===== config.mk =====
export PLATFORM = sky130hd
export DESIGN_NAME = seq_det_prog
export DESIGN_NICKNAME = d
export VERILOG_FILES = /design/src/rtl/seq_det_pkg.sv /design/src/rtl/seq_det_sat_cnt.sv /design/src/rtl/seq_det_prog.sv
export SDC_FILE = /design/constraint.sdc
export NUM_CORES = 1
export LEC_CHECK = 0
export CAP_MARGIN = 40
export CORE_UTILIZATION = 40
export CTS_BUF_LIST = sky130_fd_sc_hd__clkbuf_2 sky130_fd_sc_hd__clkbuf_4 sky130_fd_sc_hd__clkbuf_8
export DETAILED_ROUTE_END_ITERATION = 6
export PLACE_DENSITY_LB_ADDON = 0.12
export SYNTH_ARGS = -nofsm -noshare
export SYNTH_HDL_FRONTEND = slang
export SYNTH_HIERARCHICAL = 1
export SYNTH_SLANG_ARGS = --single-unit

===== constraint.sdc =====
create_clock -name i_clk -period 3.6 [get_ports i_clk]
set_clock_uncertainty 0.05 [all_clocks]
set_input_delay 0.36 -clock i_clk [delete_from_list [all_inputs] [get_ports i_clk]]
set_output_delay 0.36 -clock i_clk [all_outputs]
set_load 0.1 [all_outputs]

===== src/rtl/seq_det_pkg.sv =====
// Shared types and defaults for the programmable serial pattern detector.
// The config struct is sized for the widest supported pattern (MAX_LEN <= 32).
package seq_det_pkg;

  localparam int CFG_PAT_W = 32;
  localparam int CFG_LEN_W = 6;

  localparam int                 DEF_MAX_LEN   = 8;
  localparam logic [7:0]         DEF_PATTERN_C = 8'b0101_1010;
  localparam int                 DEF_LEN_C     = 7;
  localparam logic               DEF_OVERLAP_C = 1'b1;

  function automatic int lenWidth(input int maxLen);
    return $clog2(maxLen + 1);
  endfunction

  typedef struct packed {
    logic [CFG_PAT_W-1:0] pat;
    logic [CFG_LEN_W-1:0] len;
    logic                 ovl;
  } cfg_t;

endpackage


===== src/rtl/seq_det_sat_cnt.sv =====
// Saturating up-counter with synchronous clear; clear beats increment.
module seq_det_sat_cnt
  import seq_det_pkg::*;
#(
  parameter int W = 8
) (
  input  logic         i_clk,
  input  logic         i_rst,
  input  logic         i_clr,
  input  logic         i_inc,
  output logic [W-1:0] o_cnt
);

  logic [W-1:0] r_cnt;

  always_ff @(posedge i_clk) begin
    if (i_rst || i_clr) begin
      r_cnt <= '0;
    end else if (i_inc && (r_cnt != '1)) begin
      r_cnt <= r_cnt + 1'b1;
    end
  end

  assign o_cnt = r_cnt;

endmodule


===== src/rtl/seq_det_prog.sv =====
// Programmable serial pattern detector with a same-cycle Mealy match flag,
// overlap control, runtime config load and a saturating match counter.
module seq_det_prog
  import seq_det_pkg::*;
#(
  parameter int                  MAX_LEN     = DEF_MAX_LEN,
  parameter int                  CNT_W       = 8,
  parameter logic [MAX_LEN-1:0]  DEF_PATTERN = MAX_LEN'(DEF_PATTERN_C),
  parameter int                  DEF_LEN     = DEF_LEN_C,
  parameter logic                DEF_OVERLAP = DEF_OVERLAP_C,
  localparam int                 LEN_W       = lenWidth(MAX_LEN)
) (
  input  logic               i_clk,
  input  logic               i_rst,
  input  logic               i_cfg_we,
  input  logic [MAX_LEN-1:0] i_cfg_pattern,
  input  logic [LEN_W-1:0]   i_cfg_len,
  input  logic               i_cfg_overlap,
  input  logic               i_cnt_clr,
  input  logic               i_seq_valid,
  input  logic               i_seq_in,
  output logic               o_flag,
  output logic [CNT_W-1:0]   o_match_cnt,
  output logic               o_cfg_err
);

  localparam logic [LEN_W-1:0] FILL_MAX = LEN_W'(MAX_LEN - 1);

  cfg_t                 r_cfg;
  logic [MAX_LEN-2:0]   r_hist;
  logic [LEN_W-1:0]     r_fill;
  logic                 r_cfgErr;

  logic [MAX_LEN-1:0]   w_window;
  logic [CFG_PAT_W-1:0] w_mask;
  logic                 w_patEq;
  logic                 w_filled;
  logic                 w_cfgLegal;

  // Compare only the low len bits: window and pattern are both zero-extended.
  assign w_window   = {r_hist, i_seq_in};
  assign w_mask     = (CFG_PAT_W'(1) << r_cfg.len) - CFG_PAT_W'(1);
  assign w_patEq    = ((CFG_PAT_W'(w_window) ^ r_cfg.pat) & w_mask) == '0;
  assign w_filled   = CFG_LEN_W'(r_fill) >= (r_cfg.len - CFG_LEN_W'(1));
  assign w_cfgLegal = (i_cfg_len != '0) && (i_cfg_len <= LEN_W'(MAX_LEN));

  assign o_flag = i_seq_valid & ~i_cfg_we & ~i_rst & w_filled & w_patEq;

  always_ff @(posedge i_clk) begin
    if (i_rst) begin
      r_cfg    <= '{pat: CFG_PAT_W'(DEF_PATTERN), len: CFG_LEN_W'(DEF_LEN), ovl: DEF_OVERLAP};
      r_hist   <= '0;
      r_fill   <= '0;
      r_cfgErr <= 1'b0;
    end else begin
      r_cfgErr <= i_cfg_we & ~w_cfgLegal;
      if (i_cfg_we) begin
        if (w_cfgLegal) begin
          r_cfg  <= '{pat: CFG_PAT_W'(i_cfg_pattern), len: CFG_LEN_W'(i_cfg_len), ovl: i_cfg_overlap};
          r_fill <= '0;
        end
      end else if (i_seq_valid) begin
        r_hist <= w_window[MAX_LEN-2:0];
        // Non-overlapping mode forgets the matched bits by emptying the history count.
        if (o_flag && !r_cfg.ovl) begin
          r_fill <= '0;
        end else if (r_fill != FILL_MAX) begin
          r_fill <= r_fill + 1'b1;
        end
      end
    end
  end

  assign o_cfg_err = r_cfgErr;

  seq_det_sat_cnt #(
    .W(CNT_W)
  ) u_cnt (
    .i_clk(i_clk),
    .i_rst(i_rst),
    .i_clr(i_cnt_clr),
    .i_inc(o_flag),
    .o_cnt(o_match_cnt)
  );

endmodule


# Yosys cells after proc, flatten, opt, wreduce, memory -nomap -nowiden
# Cells that the tools add are included.
dict set report word_totals {
  in_bits 19
  output_inout_bits 10
  ff_bits 33
  word_cells 44
}
dict set report op_classes {
  shift 1
  n_reduce_logical 12
  bitwise 10
  eq_ne 3
  addsub 4
  muxes 5
  n_lt_le_gt_ge 2
}
# operator count
set op_table {}
lappend op_table {{$and 8x32->32} 1}
lappend op_table {{$logic_not 32->1} 1}
lappend op_table {{$shl 1x4->32 const A} 1}
lappend op_table {{$sub 32x2->32 const B} 1}
lappend op_table {{$mux 4} 5}
lappend op_table {{$add 8x1->8 const B} 1}
lappend op_table {{$ne 8x8->1 const B} 1}
lappend op_table {{$xor 8x8->8} 1}
lappend op_table {{$ge 4x6->1} 1}
lappend op_table {{$and 1x1->1} 5}
lappend op_table {{$sub 4x1->5 const B} 1}
lappend op_table {{$add 4x1->4 const B} 1}
lappend op_table {{$le 4x4->1 const B} 1}
lappend op_table {{$ne 4x3->1 const B} 1}
lappend op_table {{$reduce_and 2->1} 2}
lappend op_table {{$reduce_bool 4->1} 1}
lappend op_table {{$logic_and 1x1->1} 3}
lappend op_table {{$not 1->1} 3}
lappend op_table {{$reduce_and 3->1} 1}
lappend op_table {{$reduce_bool 3->1} 1}
lappend op_table {{$ne 2x1->1 const B} 1}
lappend op_table {{$reduce_bool 2->1} 1}
lappend op_table {{$logic_not 1->1} 1}
lappend op_table {{$logic_or 1x1->1} 1}

# Depth between registers and ports, before layout
# Gate-level depths: netlist of run 1.
dict set report logic_depth {
  word_depth 9
  depth_mapped 12
  ltp_nobuf 12
}

# Modules after synthesis
# Netlist of run 1, hierarchy kept.
# module n_inst cells_each seq_area_each_um2 area_per_inst_um2
set modules_own_cells {}
lappend modules_own_cells {seq_det_prog 1 189 500.5 1493.9}
lappend modules_own_cells {seq_det_sat_cnt 1 48 160.2 421.7}

# Worst setup path before layout of run 1
# No wires, ideal clock.
dict set report synth_path {
  path_kind {register to register}
  startpoint {register r_cfg[1] (netlist bit)}
  endpoint {register u_cnt.r_cnt[6] (netlist: u_cnt/o_cnt[6])}
  path_stages_with_launch 12
  setup_time_ps 115
  n_path_buf 0
  required_time_ps 3435
  t_arrival_ps 3025
  slack_ps 409
  synth_period_minus_slack_ps 3191
  path_cell_list {dfxtp_1 > inv_1 > ha_1 > nand2_1 > ha_1 > xnor2_1 > o22ai_1 > a2111oi_1 > and3_2 > nand3_1 > or4_1 > and3_1}
}
dict set report synth_between {
  elab_chain_len 6
  word_cells_on_any_way 9
  cone_classes {add/sub: 2; order compare: 1; shift: 1; bitwise: 3; reduce/logical: 2}
}
# element line_no
set synth_lines {}
lappend synth_lines {{from (decl)} seq_det_prog.sv:29} ;# cfg_t r_cfg;
lappend synth_lines {{from (signal assigned)} seq_det_prog.sv:51} ;# r_cfg <= '{pat: CFG_PAT_W'(DEF_PATTERN), len: CFG_LEN_W'(DEF_LEN), ovl: DEF_OVERLAP};
lappend synth_lines {{from (signal assigned)} seq_det_prog.sv:59} ;# r_cfg <= '{pat: CFG_PAT_W'(i_cfg_pattern), len: CFG_LEN_W'(i_cfg_len), ovl: i_cfg_overlap};
lappend synth_lines {{$shl 1x4->32} seq_det_prog.sv:42} ;# assign w_mask = (CFG_PAT_W'(1) << r_cfg.len) - CFG_PAT_W'(1);
lappend synth_lines {{$sub 32x2->32} seq_det_prog.sv:42}
lappend synth_lines {{$and 8x32->32} seq_det_prog.sv:43} ;# assign w_patEq = ((CFG_PAT_W'(w_window) ^ r_cfg.pat) & w_mask) == '0;
lappend synth_lines {{$logic_not 32->1} seq_det_prog.sv:43}
lappend synth_lines {{$and 1x1->1 (*)} seq_det_prog.sv:47} ;# assign o_flag = i_seq_valid & ~i_cfg_we & ~i_rst & w_filled & w_patEq;
lappend synth_lines {{via o_flag} seq_det_prog.sv:22} ;# output logic o_flag,
lappend synth_lines {{$logic_and 1x1->1 (*)} seq_det_sat_cnt.sv:19} ;# end else if (i_inc && (r_cnt != '1)) begin
lappend synth_lines {{to (signal assigned)} seq_det_sat_cnt.sv:20} ;# r_cnt <= r_cnt + 1'b1;
lappend synth_lines {{to (decl)} seq_det_sat_cnt.sv:14} ;# logic [W-1:0] r_cnt;
# Mark *: on every way through the listed nets, which the timed path passes. The rest lies on a longest branch.
# A chain may end at the register's enable or synchronous reset.

# Worst setup path after layout of run 1
dict set report layout_path {
  startpoint {register r_cfg[1] (netlist bit)}
  endpoint {output port o_flag}
}
dict set report layout_between {
  elab_chain_len 5
  word_cells_on_any_way 8
  cone_classes {add/sub: 2; order compare: 1; shift: 1; bitwise: 3; reduce/logical: 1}
}
# element line_no
set layout_lines {}
lappend layout_lines {{$shl 1x4->32} seq_det_prog.sv:42}
lappend layout_lines {{$sub 32x2->32} seq_det_prog.sv:42}
lappend layout_lines {{$and 8x32->32} seq_det_prog.sv:43}
lappend layout_lines {{$logic_not 32->1} seq_det_prog.sv:43}
lappend layout_lines {{$and 1x1->1 (*)} seq_det_prog.sv:47}
lappend layout_lines {{to (decl)} seq_det_prog.sv:22}
# Every way passes the cells marked *; elsewhere a longest branch is shown, timed or not.

==> results of run 1 <==
[worst min-delay path, cell delays in order, from the launching register on]
cell	delay, ps
dfxtp_1	320
nand2_1	50
a21oi_1	50
[cells in the mapped netlist, drive strengths merged]
cell     count
nor2b        3
nand3b       9
or4          2
o41a         1
a21oi       22
a221oi       1
and2         2
a21boi       2
nor4         2
a31oi        1
and3b        2
buf          5
o21ai        7
and4b        1
nor3b        2
o2111ai      1
nor3         7
a311o        1
mux2i        5
nand2       54
nand2b       2
clkbuf       5
ha          12
o32ai        1
xor2         3
o31ai        1
dfxtp       33
a211oi       4
and4         2
o22ai        2
inv          9
nor2         6
a2111oi      1
or3          4
a21o         1
nand3        5
and3         3
nand4b       1
nand4        2
xnor2       10
[routing by layer]
layer / vias up / global-route usage / share of wire
met5: - / 0 / 0
met4: 0 / 0.0733 / 0.0097
met3: 5 / 0.0399 / 0.042
met2: 35 / 0.301 / 0.45
met1: 779 / 0.257 / 0.49
li1: 903 / - / -
[through the flow]
stage / setup slack [ps] / instance area [sq um]
floorplan: 409 / 1920
global placement: 631 / 2250
detailed placement: 534 / 2390
CTS: 476 / 2500
global route: 157 / 2500
finish: 488 / 2500
[state kept, by name (all words and copies together) (netlist names)]
register and cells:
o_cfg_err 1, r_fill 4, r_hist 7, u_cnt/o_cnt 8, r_cfg 13
[final cells by class]
class / instances / area [sq um] / share of cell area
multi-input combinational: 185 / 1170 / 0.469
sequential: 33 / 661 / 0.264
timing repair buffer: 41 / 455 / 0.182
clock buffer: 5 / 68.8 / 0.0275
tap: 52 / 65.1 / 0.0260
clock inverter: 3 / 46.3 / 0.0185
inverter: 9 / 33.8 / 0.0135
[power groups by stage]
| stage | sequential (mW) | clock, mW | combinational [mW] |
|---|---|---|---|
| floorplan | 0.398 | 0 | 0.0832 |
| global placement | 0.396 | 0 | 0.132 |
| detailed placement | 0.397 | 0 | 0.133 |
| CTS | 0.388 | 0.372 | 0.133 |
| global route | 0.390 | 0.386 | 0.149 |
| finish | 0.388 | 0.362 | 0.133 |
[worst max-delay path by stage]
stage | startpoint | end
6_report | r_cfg[1] | o_flag
5_1_grt | r_cfg[1] | u_cnt/o_cnt[3]
4_1_cts | r_cfg[1] | o_flag
3_5_place_dp | r_cfg[1] | u_cnt/o_cnt[6]
3_3_place_gp | r_cfg[1] | u_cnt/o_cnt[6]
2_1_floorplan | r_cfg[1] | u_cnt/o_cnt[6]
[kinds of logic (layout without fill, tap and decap cells)]
group,count (synthesis),after routing,synth area share
compound gates,46,46,0.150
xor+xnor,13,13,0.0594
fa+ha+maj,12,12,0.0784
buf+inv,19,58,0.0418
flops,33,33,0.345
mux,5,5,0.0261
simple gates,109,109,0.299
==> run metrics, run 1 <==
WP buf/inv=2; DIE WIDTH=around 71 um; worst slew pin tran=between 500 and 600 ps; Post-Syn Area per Cell=roughly 8 sq um; Total GRT Usage=0.191; via count=~1700; worst hold path type=reg2reg; Clk pwr share=0.410; Min Clock Period, post-route=about 3100 ps; Synth area leaders=dfxtp_1, nand2_1, ha_1, a21oi_1, xnor2_1; share of the synthesized area in the top cell type=0.345; fin cells=approximately 330; post-synthesis sequential area ratio=0.345; R2R depth=12; # Post-CTS Setup Buffers=0; Hold Crit Start=r_cfg[7]; layout cells sized above 1=0.120; Internal Power=about 0.65 mW; placed cells=320; crit end category=output pin; I/O pins=29; global route overflow=0; crit-path cells=inv_1 > ha_1 > nand2_1 > ha_1 > nand2_1 > mux2i_1 > a211oi_1 > a2111oi_1 > and3_2 > buf_12; post-synth top area cell=dfxtp_1; setup TNS=0 ps; Arr. time, crit path=2700 ps; max cap viols=0; flops & latches, synth=33; Worst EP required=between 3000 and 4000 ps; Largest stage delay, worst path=400 ps; syn_nets=between 200 and 300; Psw=0.236 mW; final hold slack=421 ps; Unique masters post-synth=50; Tot Pwr=about 0.88 mW; sequential share of power=0.440; Synthesis Warnings=6; Crit Reg-Reg Startpoint=r_cfg[1]; RSZ-0062 raised after global routing=no; period utilisation layout=0.865; Post-CTS Hold Fix Bufs=0; Peak VDD IR=around 0.23 mV; Synth Instances=between 200 and 250; final hold viol count=0; Sink Count=33; WL final=about 4.4 mm; Hold Path Depth=2; P per Cell Area=about 350 nW/um^2; first-pass GRT wire length=about 7.5 mm; CP Launch Type=flop; Final Setup Violations=0; H-tree Lvls=2; WP depth=10; slowest stage cell, crit path=dfxtp_1; CTS tree=built; antenna-violating nets left=0; Clock Path Buffers=2; clk root buf=clkbuf_8; placer congestion estimate=~0.8; WS Path Type=reg2out; Clk Latency, worst-skew pair=300 ps; synthesized cell area=1920 sq um; Post-CTS Resized=0; initial core utilization=0.428; DPL Wire Length=3.19 mm; routed vias/inst=between 5 and 6; PortBufs=28; Leak=0.958 nW; Comb pwr share=0.150; commonest cells after routing, fill and taps aside=nand2_1, dfxtp_1, clkdlybuf4s50_1; Switching Share=0.267; largest net degree at the start of global routing=32; Rows=24; Worst-path clk slew=around 70 ps; diodes inserted=0; Die Span Y=71.2 um; Nets=just over 300; RR Endpoint=u_cnt/o_cnt[3]; number of fill cells in the layout=between 400 and 500; P&R area growth vs syn=30.8%; worst hold path endpoint=r_cfg[7]; DRT iter0 DRCs=between 90 and 100; critical path peak fanout=7; number of remaining DRC errors=0; die area=a little over 5000 sq um; DR pass1 iterations=4; final core utilization=0.560; WL/cell=between 10 and 15 um; CP delay by family, top=adder cells; most common cell after layout, fill and taps aside=nand2_1; Slew Limit Headroom=0.632; fmax=roughly 0.32 GHz; Slew Viols, Final=0; outcome=completed; Core Region=between 4000 and 5000 sq um; Num CTS Buffers=5; vias in the first global route=roughly 1600; initial antenna violation count=0; Reg2Reg Setup Slack=around 510 ps
No activity file was read; power rests on OpenSTA's default activity.
==> run 2, diff against run 1 <==
--- a/config.mk
+++ b/config.mk
@@ -9,7 +9,6 @@
 export CORE_UTILIZATION = 40
 export CTS_BUF_LIST = sky130_fd_sc_hd__clkbuf_2 sky130_fd_sc_hd__clkbuf_4 sky130_fd_sc_hd__clkbuf_8
 export DETAILED_ROUTE_END_ITERATION = 6
-export PLACE_DENSITY_LB_ADDON = 0.12
 export SYNTH_ARGS = -nofsm -noshare
 export SYNTH_HDL_FRONTEND = slang
 export SYNTH_HIERARCHICAL = 1
==> run 2 against run 1 <==
Against the previous run:
- the flow now finishes with violations (design-rule violations)
- clock power shrank 1%
- final cell count shrank 0.30%
- power is 0.73% lower
- non-clock buffer count decreased by 1
- first-iteration DRC count fell by 15%
- maximum frequency fell by 0.74%
- via count shrank 0.12%
==> run metrics, run 2 (synthesis gave the netlist of run 1 again) <==
DR pass1 iterations=6 (+2); period utilisation layout=0.871 (+0.00641); commonest cells after routing, fill and taps aside=nand2_1, dfxtp_1, clkdlybuf4s50_1; critical path peak fanout=7 (unchanged); PortBufs=28 (unchanged); worst hold path type=reg2reg; Rows=24 (unchanged); Post-CTS Resized=0 (unchanged); Clock Path Buffers=2 (unchanged); Slew Viols, Final=0 (unchanged); Worst-path clk slew=80 ps (about the same); via count=1720 (-0.12%); WL/cell=13.5 um (-0.26%); setup TNS=0 ps (unchanged); Die Span Y=71.2 um (unchanged); Core Region=4470 sq um (unchanged); Comb pwr share=0.146 (-0.004); CP Launch Point=r_cfg[1]; Slew Limit Headroom=0.642 (+0.00969); WL final=4.40 mm (-0.56%); most common cell after layout, fill and taps aside=nand2_1; WS Path Type=reg2reg; initial antenna violation count=0 (unchanged); # Post-CTS Setup Buffers=0 (unchanged); Arr. time, crit path=3310 ps (+610 ps); global route overflow=0 (unchanged); first-pass GRT wire length=7.35 mm (-2.2%); Leak=0.954 nW (-0.39%); CP Launch Type=flop; largest net degree at the start of global routing=32 (unchanged); layout cells sized above 1=0.116 (-0.00320); placed cell area=2380 sq um (-0.31%); vias in the first global route=1551 (-1.9%); Clk pwr share=0.409 (about the same); Peak VDD IR=0.210 mV (-8.4%); worst slew pin tran=536 ps (-14.5 ps); max cap viols=0 (unchanged); final hold viol count=0 (unchanged); Worst EP required=3780 ps (+590 ps); number of remaining DRC errors=2 (+2); Num CTS Buffers=5 (unchanged); diodes inserted=0 (unchanged); outcome=finished with violations; Hold Crit Start=r_cfg[0]; I/O pins=29 (unchanged); Clk Latency, worst-skew pair=290 ps (about the same); Internal Power=0.646 mW (-0.23%); H-tree Lvls=2 (unchanged); die area=5070 sq um (unchanged); crit end category=flop; max reg flops=13 (unchanged); RSZ-0062 raised after global routing=no; placer congestion estimate=0.773 (-5.6%); Sink Count=33 (unchanged); DRT iter0 DRCs=78 (-15%); clk root buf=clkbuf_8; DPL Wire Length=3.23 mm (+1.2%); Post-CTS Hold Fix Bufs=0 (unchanged); CTS tree=built; Nets=305 (-0.33%); Psw=0.231 mW (-2.1%); antenna-violating nets left=0 (unchanged); Switching Share=0.264 (-0.00370); sequential share of power=0.445 (+0.005); P per Cell Area=351 nW/um^2 (-0.43%); Final Cell Area=2500 sq um (-0.30%); failing checks=design-rule violations; Reg with most FFs=r_cfg; Min Clock Period, post-route=3140 ps (+23.1 ps); Total GRT Usage=0.187 (-0.00372); Crit Reg-Reg Startpoint=r_cfg[1]; initial core utilization=0.428 (unchanged); fmax=0.319 GHz (-0.74%); routed vias/inst=5.26 (+0.19%); P&R area growth vs syn=30.4%; Final Setup Violations=0 (unchanged); DIE WIDTH=71.2 um (unchanged)
run 2: cell count changes in the layout (fill, tap and decap cells not counted):
cell	delta
buf_4	-1
run 2: critical path: stages, from the launching register on:
cell	delay (ps)
dfxtp_1	350
inv_1	140
ha_1	320
nand2_1	110
ha_1	290
xnor2_1	180
o22ai_1	80
a2111oi_1	430
and3_2	340
and4_1	300
a21boi_0	260
mux2i_1	210
run 2: stage by stage:
stage                     setup WS, ps  hold WS [ps]  instances  total power, mW  utilization
after floorplan                    409           380        237            0.481            -
after global placement             514           399        310            0.525        0.502
after detailed placement           465           407        319            0.528        0.532
after CTS                          467           425        327            0.884        0.558
after global routing              97.3           457        327            0.918        0.558
final                              465           418        327            0.877        0.558
run 2: worst paths after layout:
path              depth (start not counted)  slack [ps]        endpoint
setup reg to reg                         11         460  u_cnt/o_cnt[3]
hold reg to reg                           2         420        r_cfg[0]
hold / removal                            2         420        r_cfg[0]
setup / recovery                         11         460  u_cnt/o_cnt[3]
run 2: power by group through the flow:
stage,Clock [mW],Sequential (mW),Combinational [mW]
2_1_floorplan,0,0.398,0.0832
3_3_place_gp,0,0.398,0.127
3_5_place_dp,0,0.399,0.129
4_1_cts,0.364,0.390,0.129
5_1_grt,0.380,0.392,0.145
6_report,0.358,0.390,0.128
run 2: metal layers:
metal / vias up / wire length, um / global-route usage / share of wire
met5: - / 0 / 0 / 0
met1: 772 / 2230 / 0.264 / 0.51
met3: 7 / 162 / 0.0399 / 0.037
met4: 0 / 69 / 0.0733 / 0.016
met2: 36 / 1940 / 0.278 / 0.44
li1: 905 / - / - / -
run 2: area by class of cell:
cell class	count	area, sq um
fillers	411	1980
multi-input cells	185	1170
flip-flops and latches	33	661
clock buffers	5	68.8
repair buffers	40	448
clock inverters	3	46.3
inverters	9	33.8
well taps	52	65.1
==> run 3, diff against run 2 <==
--- a/config.mk
+++ b/config.mk
@@ -9,6 +9,7 @@
 export CORE_UTILIZATION = 40
 export CTS_BUF_LIST = sky130_fd_sc_hd__clkbuf_2 sky130_fd_sc_hd__clkbuf_4 sky130_fd_sc_hd__clkbuf_8
 export DETAILED_ROUTE_END_ITERATION = 6
+export GPL_TIMING_DRIVEN = 0
 export SYNTH_ARGS = -nofsm -noshare
 export SYNTH_HDL_FRONTEND = slang
 export SYNTH_HIERARCHICAL = 1
==> constraint.sdc (replaced) <==
create_clock -name i_clk -period 3.6 [get_ports i_clk]
set_clock_uncertainty 0.05 [all_clocks]
set_input_delay 0.72 -clock i_clk [delete_from_list [all_inputs] [get_ports i_clk]]
set_output_delay 0.72 -clock i_clk [all_outputs]
set_load 0.1 [all_outputs]
==> run 3 against run 2 <==
Against the previous run:
- the flow still finishes with violations (design-rule violations)
- power fell by 4.4%
- worst setup slack got worse by 100 ps
- routed wire length rose by 0.77%
- final cell count rose by 2.4%
- sequential share of layout area shrank 0.61 points
- non-clock buffer count increased by 8
- maximum frequency down 3.2%
- register-to-register slack better by 150 ps
- flip-flop and latch count is the same
==> run metrics, run 3 (synthesis gave the netlist of run 1 again) <==
DIE WIDTH=71.2 um (unchanged); P per Cell Area=327 nW/um^2 (-7.0%); Clk Latency, worst-skew pair=290 ps (about the same); die area=5070 sq um (unchanged); Arr. time, crit path=2470 ps (-840 ps); Clock Path Buffers=2 (unchanged); PortBufs=28 (unchanged); number of remaining DRC errors=2 (unchanged); max reg flops=13 (unchanged); Slew Viols, Final=0 (unchanged); antenna-violating nets left=0 (unchanged); DR pass1 iterations=6 (unchanged); largest net degree at the start of global routing=11 (-66%); RSZ-0062 raised after global routing=no; Worst EP required=2830 ps (-950 ps); met2 Use GR=0.322 (+0.0434); failing checks=design-rule violations; worst slew pin tran=510 ps (-25.6 ps); Min Clock Period, post-route=3240 ps (+102 ps); initial core utilization=0.428 (unchanged); Slew Limit Headroom=0.660 (+0.0178); met3 Track Usage GR=0.0470 (+0.00712); fmax=0.309 GHz (-3.2%); global route overflow=0 (unchanged); CTS tree=built; max cap viols=0 (unchanged); Total GRT Usage=0.197 (+0.00997); vias in the first global route=1662 (+7.2%); number of fill cells in the layout=422 (+2.7%); clk root buf=clkbuf_8; P&R area growth vs syn=34.0%; Die Span Y=71.2 um (unchanged); diodes inserted=0 (unchanged); I/O pins=29 (unchanged); met1 GRT Util=0.249 (-0.0156); worst hold path endpoint=r_cfg[14]; outcome=finished with violations; most common cell after layout, fill and taps aside=nand2_1; via count=1757 (+2.2%); gr busiest metal=met2; WL final=4.44 mm (+0.77%); critical path peak fanout=6 (-1); first-pass GRT wire length=7.65 mm (+4.1%); RR Endpoint=u_cnt/o_cnt[6]; R2R depth=13 (+2); final hold viol count=0 (unchanged); Num CTS Buffers=5 (unchanged); WL/cell=13.2 um (-1.6%); Peak VDD IR=0.236 mV (+12%); worst hold path type=reg2reg; commonest cells after routing, fill and taps aside=nand2_1, dfxtp_1, clkdlybuf4s50_1; Crit Reg-Reg Startpoint=r_cfg[2]; Sink Count=33 (unchanged); Leak=0.971 nW (+1.8%); Core Region=4470 sq um (unchanged); placer congestion estimate=0.780 (+0.93%); layout cells sized above 1=0.152 (+0.0356); Final Setup Violations=0 (unchanged); Nets=313 (+2.6%); Worst-path clk slew=70 ps (about the same); crit end category=output pin; Reg with most FFs=r_cfg; Hold Path Depth=2 (unchanged); H-tree Lvls=2 (unchanged); routed vias/inst=5.24 (-0.29%); Hold Crit Start=r_cfg[14]; CP Launch Type=flop; DPL Wire Length=3.24 mm (+0.30%); final core utilization=0.574 (+0.0154); DRT iter0 DRCs=58 (-26%); initial antenna violation count=0 (unchanged); Reg2Reg Setup Slack=610 ps (+150 ps); Rows=24 (unchanged); period utilisation layout=0.899 (+0.0284); WS Path Type=reg2out; setup TNS=0 ps (unchanged)
==> run 3: cell types whose count changed in the layout (fill, tap and decap cells not counted), moves of 2 or more <==
cell,delta
buf_1,+2
clkbuf_1,+4
clkbuf_8,+3
clkdlybuf4s50_1,-2
dfxtp_1,-2
dfxtp_2,+2
dlygate4sd2_1,+2
ha_1,-4
ha_2,+2
ha_4,+2
==> run 3: cell type report <==
cell class                      instances  area (sq um)  area share
Buffer                                 10          56.3      0.0219
Timing Repair Buffer                   38           430       0.168
Clock inverter                          1          5.00     0.00195
Clock buffer                            7          96.3      0.0375
Sequential cell                        33           663       0.258
Tap cell                               52          65.1      0.0254
Multi-Input combinational cell        185          1220       0.474
Inverter                                9          33.8      0.0132
==> run 3: worst max path at each step <==
stage,start,end,slack [ps],cells after the start
after global routing,r_cfg[4],o_flag,180,9
after floorplan,r_cfg[1],u_cnt/o_cnt[6],410,11
after global placement,i_rst,o_flag,-1080,7
final,r_cfg[2],o_flag,360,10
after CTS,r_cfg[2],o_flag,370,10
after detailed placement,i_rst,o_flag,-610,8
==> run 3: stage by stage <==
| step | power (mW) | std cells | hold WS, ps | cell area, sq um | setup slack (ps) |
|---|---|---|---|---|---|
| 2_1_floorplan | 0.481 | 237 | 380 | 1920 | 409 |
| 3_3_place_gp | 0.527 | 317 | 410 | 2260 | -1080 |
| 3_5_place_dp | 0.530 | 327 | 415 | 2410 | -610 |
| 4_1_cts | 0.846 | 335 | 424 | 2570 | 373 |
| 5_1_grt | 0.878 | 335 | 450 | 2570 | 176 |
| 6_report | 0.838 | 335 | 419 | 2570 | 363 |
==> run 3: critical path, stage by stage, from the launching register on <==
cell and delay (ps):
dfxtp_2 370, inv_1 110, ha_2 230, nand2_1 100, ha_4 170, nand2_1 50
mux2i_1 140, a211oi_1 100, a2111oi_2 440, and3_4 290, buf_12 170
==> run 3: metal layers <==
layer  routed length [um]  vias to the layer above
met3                  117                        5
met1                 2160                      802
met4                   73                        0
li1                     -                      926
met5                    0                        -
met2                 2090                       24
==> run 3: report_power, final <==
part | internal (mW) | total, mW | switching (mW)
combinational | 0.0655 | 0.139 | 0.0737
sequential | 0.378 | 0.388 | 0.0104
clock | 0.173 | 0.311 | 0.138
total | 0.616 | 0.838 | 0.222
==> run 3: timing repair <==
| item | 4_1_cts | 5_1_grt |
|---|---|---|
| hold buffers | 0 | 0 |
| endpoints found under the setup margin | 1 | 0 |
| setup buffers | 1 | 0 |
| gates resized for setup | 18 | 0 |
| hold endpoints to repair | 0 | 0 |
==> RTL change 1, RTL diff (settings of run 1) <==
Set the parameter `CNT_W` to 7 (it was 8).
--- a/src/rtl/seq_det_prog.sv
+++ b/src/rtl/seq_det_prog.sv
@@ -6,3 +6,3 @@
   parameter int                  MAX_LEN     = DEF_MAX_LEN,
-  parameter int                  CNT_W       = 8,
+  parameter int                  CNT_W       = 7,
   parameter logic [MAX_LEN-1:0]  DEF_PATTERN = MAX_LEN'(DEF_PATTERN_C),
Interface: changed (resized o_match_cnt); port bits go from 29 to 28. No check against the original RTL was run, so the function may have changed too.
==> RTL change 1 against run 1 <==
- total power decreased by 3.7%
- sequential cell count down 1
- cell area is 4.4% lower
- wire length is 7.9% lower
- critical path depth decreased by 1
- worst setup slack worse by 93 ps
- area after synthesis down 4.2%
==> RTL change 1: results (changes against run 1) <==
HPWL Detailed: 2973 um (was 3188 um)
Status: finished clean (unchanged)
Sequential cell area share: 0.2676 (was 0.2637)
Flop pwr share: 0.444 (was 0.440)
Netlist cell types: 45 (was 50)
Number of non-clock buffers in the layout: 38 (was 41)
Net count after synthesis: 256 (was 268)
Actual slew at the worst max-slew pin: 547.2 ps (was 550.5 ps)
Nets: 292 (was 306)
Sequential fraction of the synthesis area: 0.3490 (was 0.3449)
Met3 Track Usage GR: 0.04360 (was 0.03989)
WL final: 4078 um (was 4429 um)
Met3 Wirelength: 128 um (was 186 um)
Arrival time worst endpoint: 2800 ps (was 2700 ps)
Peak VDD IR: 229.9 uV (was 229.2 uV)
Crit path max-delay cell type: a2111oi_1 (was dfxtp_1)
Logic gate share of total power: 0.154 (was 0.150)
Met2 usage: 0.2913 (was 0.3005)
Slowest Stage Delay on Critical Path: 440 ps (was 400 ps)
Fillers: 409 (was 431)
Multi-input gate share of total cell area: 0.4694 (was 0.4690)
Int Power: 633.3 uW (was 647.2 uW)
CTS sink count: 32 (was 33)
Clock-cell share: 0.04652 (was 0.04595)
Static Leak: 0.0008993 uW (was 0.0009577 uW)
Share of post-route cells with drive strength above 1: 0.1221 (was 0.1196)
Starting DRT DRC Count: 82 (was 92)
GR Util All Layers: 0.1862 (was 0.1910)
Largest net degree at the start of global routing: 30 (was 32)
==> RTL change 1: cell count changes in the layout (fill, tap and decap cells not counted), sizes merged, moves of 2 or more <==
| cell | before | now |
|---|---|---|
| a21oi | 22 | 19 |
| a41oi | 0 | 2 |
| and3b | 2 | 0 |
| buf | 14 | 12 |
| mux2i | 5 | 3 |
| nand2 | 54 | 52 |
| nand4 | 2 | 0 |
| nor3 | 7 | 9 |
| or3 | 4 | 2 |
==> RTL change 1: final timing paths <==
| path | startpoint | endpoint | slack (ps) | cells after the start |
|---|---|---|---|---|
| max | r_cfg[1] | o_flag | 390 | 9 |
| min | r_cfg[0] | r_cfg[0] | 420 | 2 |
| max reg2reg | r_cfg[1] | u_cnt/o_cnt[5] | 640 | 11 |
| min reg2reg | r_cfg[0] | r_cfg[0] | 420 | 2 |
==> RTL change 1: kinds of logic after synthesis <==
kind of cell               count (synthesis)  share of synthesized area
adders and majority gates                 12                    0.08180
muxes                                      3                    0.01636
AOI/OAI and AO/OA                         47                     0.1663
xor gates and xnor gates                  13                    0.06203
and+or+nand+nor                          101                     0.2856
buffers and inverters                     17                    0.03886
DFF                                       32                     0.3490
==> RTL change 1: worst max-delay path, delay by kind of cell, from the launching register on <==
kind	cells	cell delay [ps]
compound gates	2	530
buf+inv	2	340
xor+xnor	1	190
flops	1	350
simple gates	2	480
fa+ha+maj	2	610
==> RTL change 1: per-stage QoR <==
step	total power [uW]	worst slack, ps	cell area [um^2]	instances	hold slack (ps)
2_1_floorplan	469.7	589.0	1836	225	380.1
3_3_place_gp	516.1	693.6	2162	298	403.9
3_5_place_dp	516.0	650.8	2282	306	406.5
4_1_cts	860.2	389.5	2394	314	420.3
5_1_grt	898.7	171.0	2394	314	448.6
6_report	850.9	394.5	2394	314	419.6
==> RTL change 2, RTL diff (config.mk and constraints of run 1) <==
Made on the original files. Register the input `i_cfg_pattern` before use, cleared by the reset. The logic sees it one clock later. The other inputs are not delayed to match.
--- a/src/rtl/seq_det_prog.sv
+++ b/src/rtl/seq_det_prog.sv
@@ -27,2 +27,12 @@
   localparam logic [LEN_W-1:0] FILL_MAX = LEN_W'(MAX_LEN - 1);
+
+  logic [MAX_LEN-1:0] i_cfg_pattern_q;
+
+  always_ff @(posedge i_clk) begin
+    if (i_rst) begin
+      i_cfg_pattern_q <= '0;
+    end else begin
+      i_cfg_pattern_q <= i_cfg_pattern;
+    end
+  end
 
@@ -58,3 +68,3 @@
         if (w_cfgLegal) begin
-          r_cfg  <= '{pat: CFG_PAT_W'(i_cfg_pattern), len: CFG_LEN_W'(i_cfg_len), ovl: i_cfg_overlap};
+          r_cfg  <= '{pat: CFG_PAT_W'(i_cfg_pattern_q), len: CFG_LEN_W'(i_cfg_len), ovl: i_cfg_overlap};
           r_fill <= '0;
Behaviour: not the same (a bounded check fails within 4 cycles, from zero or initial values and one cycle with i_rst high).
==> RTL change 2 against run 1 <==
- count of clock-buffer cells in the layout unchanged
- sequential power increased by 25%
- worst setup slack got worse by 290 ps
- total power increased by 4.7%
- final cell count increased by 8.2%
- via count increased by 7.5%
- fmax decreased by 8.6%
- clock power decreased by 16%
- area after synthesis increased by 9.5%
- cell area increased by 8.0%
- non-clock buffer count decreased by 1
- largest cell class unchanged
- sequential cell count increased by 8
- wire length increased by 13%
- worst hold slack got worse by 30 ps
==> RTL change 2: results (changes against run 1) <==
Initial antenna violation count: 0 (unchanged)
Number of H-tree levels: 2 (unchanged)
Hold WC Path Type: reg2reg (unchanged)
Crit path max-delay cell type: a2111o_1 (was dfxtp_1)
Net count after synthesis: 282 (was 268)
Post-CTS Resized: 0 (unchanged)
Largest net degree at the start of global routing: 30 (was 32)
Switch share: 0.2735 (was 0.2673)
HPWL Detailed: 3634 um (was 3188 um)
Actual slew at the worst max-slew pin: 662.0 ps (was 550.5 ps)
Static Leak: 0.001037 uW (was 0.0009577 uW)
Post-place setup slack: 259.8 ps (was 534.0 ps)
CTS max path bufs: 2 (unchanged)
Top reg by flops: r_cfg (unchanged)
Total number of vias: 1851 (was 1722)
Vias in the first global route: 1610 (was 1581)
Vias per cell: 5.214 (was 5.250)
Cell Count Post-Placement: 347 (was 320)
Starting DRT DRC Count: 207 (was 92)
Iteration count of the initial detailed-routing pass: 4 (unchanged)
Clock power share: 0.328 (was 0.410)
Peak VDD IR: 217.0 uV (was 229.2 uV)
Top FF cell, synth: dfxtp_1 (unchanged)
First-pass GRT wire length: 8031 um (was 7514 um)
Post-place instance area: 2616 um^2 (was 2390 um^2)
Clk_lat worst skew: 290 ps
Slowest Stage Delay on Critical Path: 460 ps (was 400 ps)
CTS buffer count: 5 (unchanged)
Gate count after technology mapping: 251 (was 237)
Status: finished clean (unchanged)
GR Util All Layers: 0.1966 (was 0.1910)
Netlist cell types: 52 (was 50)
Arrival time worst endpoint: 3000 ps (was 2700 ps)
Share of flip-flops with an asynchronous set or reset: 0 (unchanged)
Seq group: 485 uW (was 388 uW)
Wire length per cell: 14.06 um (was 13.50 um)
Max FFs per register: 13 (unchanged)
Top cells by count, synth: nand2_1, dfxtp_1, a21oi_1 (unchanged)
Nets: 318 (was 306)
Logic gate share of total power: 0.148 (was 0.150)
Sequential fraction of the synthesis area: 0.3914 (was 0.3449)
Final GP Congestion: 0.8092 (was 0.8189)
Hold_sp: i_cfg_pattern_q[7] (was r_cfg[7])
Largest cells by area after synthesis: dfxtp_1, nand2_1, ha_1, a21oi_1, xnor2_1 (unchanged)
Share of post-route cells with drive strength above 1: 0.1111 (was 0.1196)
RTL change 2: final timing paths:
path,slack (ps),to,cells past startpoint
worst min register to register,390,r_cfg[14],2
worst max-delay path,190,o_flag,10
worst min-delay path,390,r_cfg[14],2
worst max register to register,230,u_cnt/o_cnt[3],12
RTL change 2: critical path, delay by kind of cell (launching register included):
| family | cells | cell delay [ps] |
|---|---|---|
| compound gates | 3 | 700 |
| simple gates | 3 | 820 |
| flops | 1 | 340 |
| buf+inv | 2 | 350 |
| fa+ha+maj | 2 | 500 |
RTL change 2: area by class of cell:
class / count / area (um^2)
Tap cell: 67 / 83.83
Fill cell: 498 / 2173
Sequential cell: 41 / 820.8
Multi-Input combinational cell: 193 / 1229
Timing Repair Buffer: 40 / 460.4
Clock inverter: 3 / 21.27
Inverter: 6 / 22.52
Clock buffer: 5 / 68.82
RTL change 2: per-layer routing:
| metal | track usage | wire [um] | share of wire | vias up |
|---|---|---|---|---|
| met5 | 0 | 0 | 0 | - |
| met1 | 0.3017 | 2551 | 0.51 | 849 |
| met2 | 0.2733 | 2142 | 0.43 | 45 |
| met4 | 0.06289 | 58 | 0.012 | 0 |
| met3 | 0.03659 | 240 | 0.048 | 5 |
| li1 | - | - | - | 952 |
RTL change 2: cell families (layout without fill, tap and decap cells):
kind of cell	after synthesis	in the layout	synth area share
multiplexers	5	5	0.02446
AND/OR/NAND/NOR	111	111	0.2643
XOR/XNOR	13	13	0.05430
flip-flops	41	41	0.3914
AO/OA/AOI/OAI	52	52	0.1629
buffers and inverters	17	54	0.03102
adder cells (fa/ha/maj)	12	12	0.07160
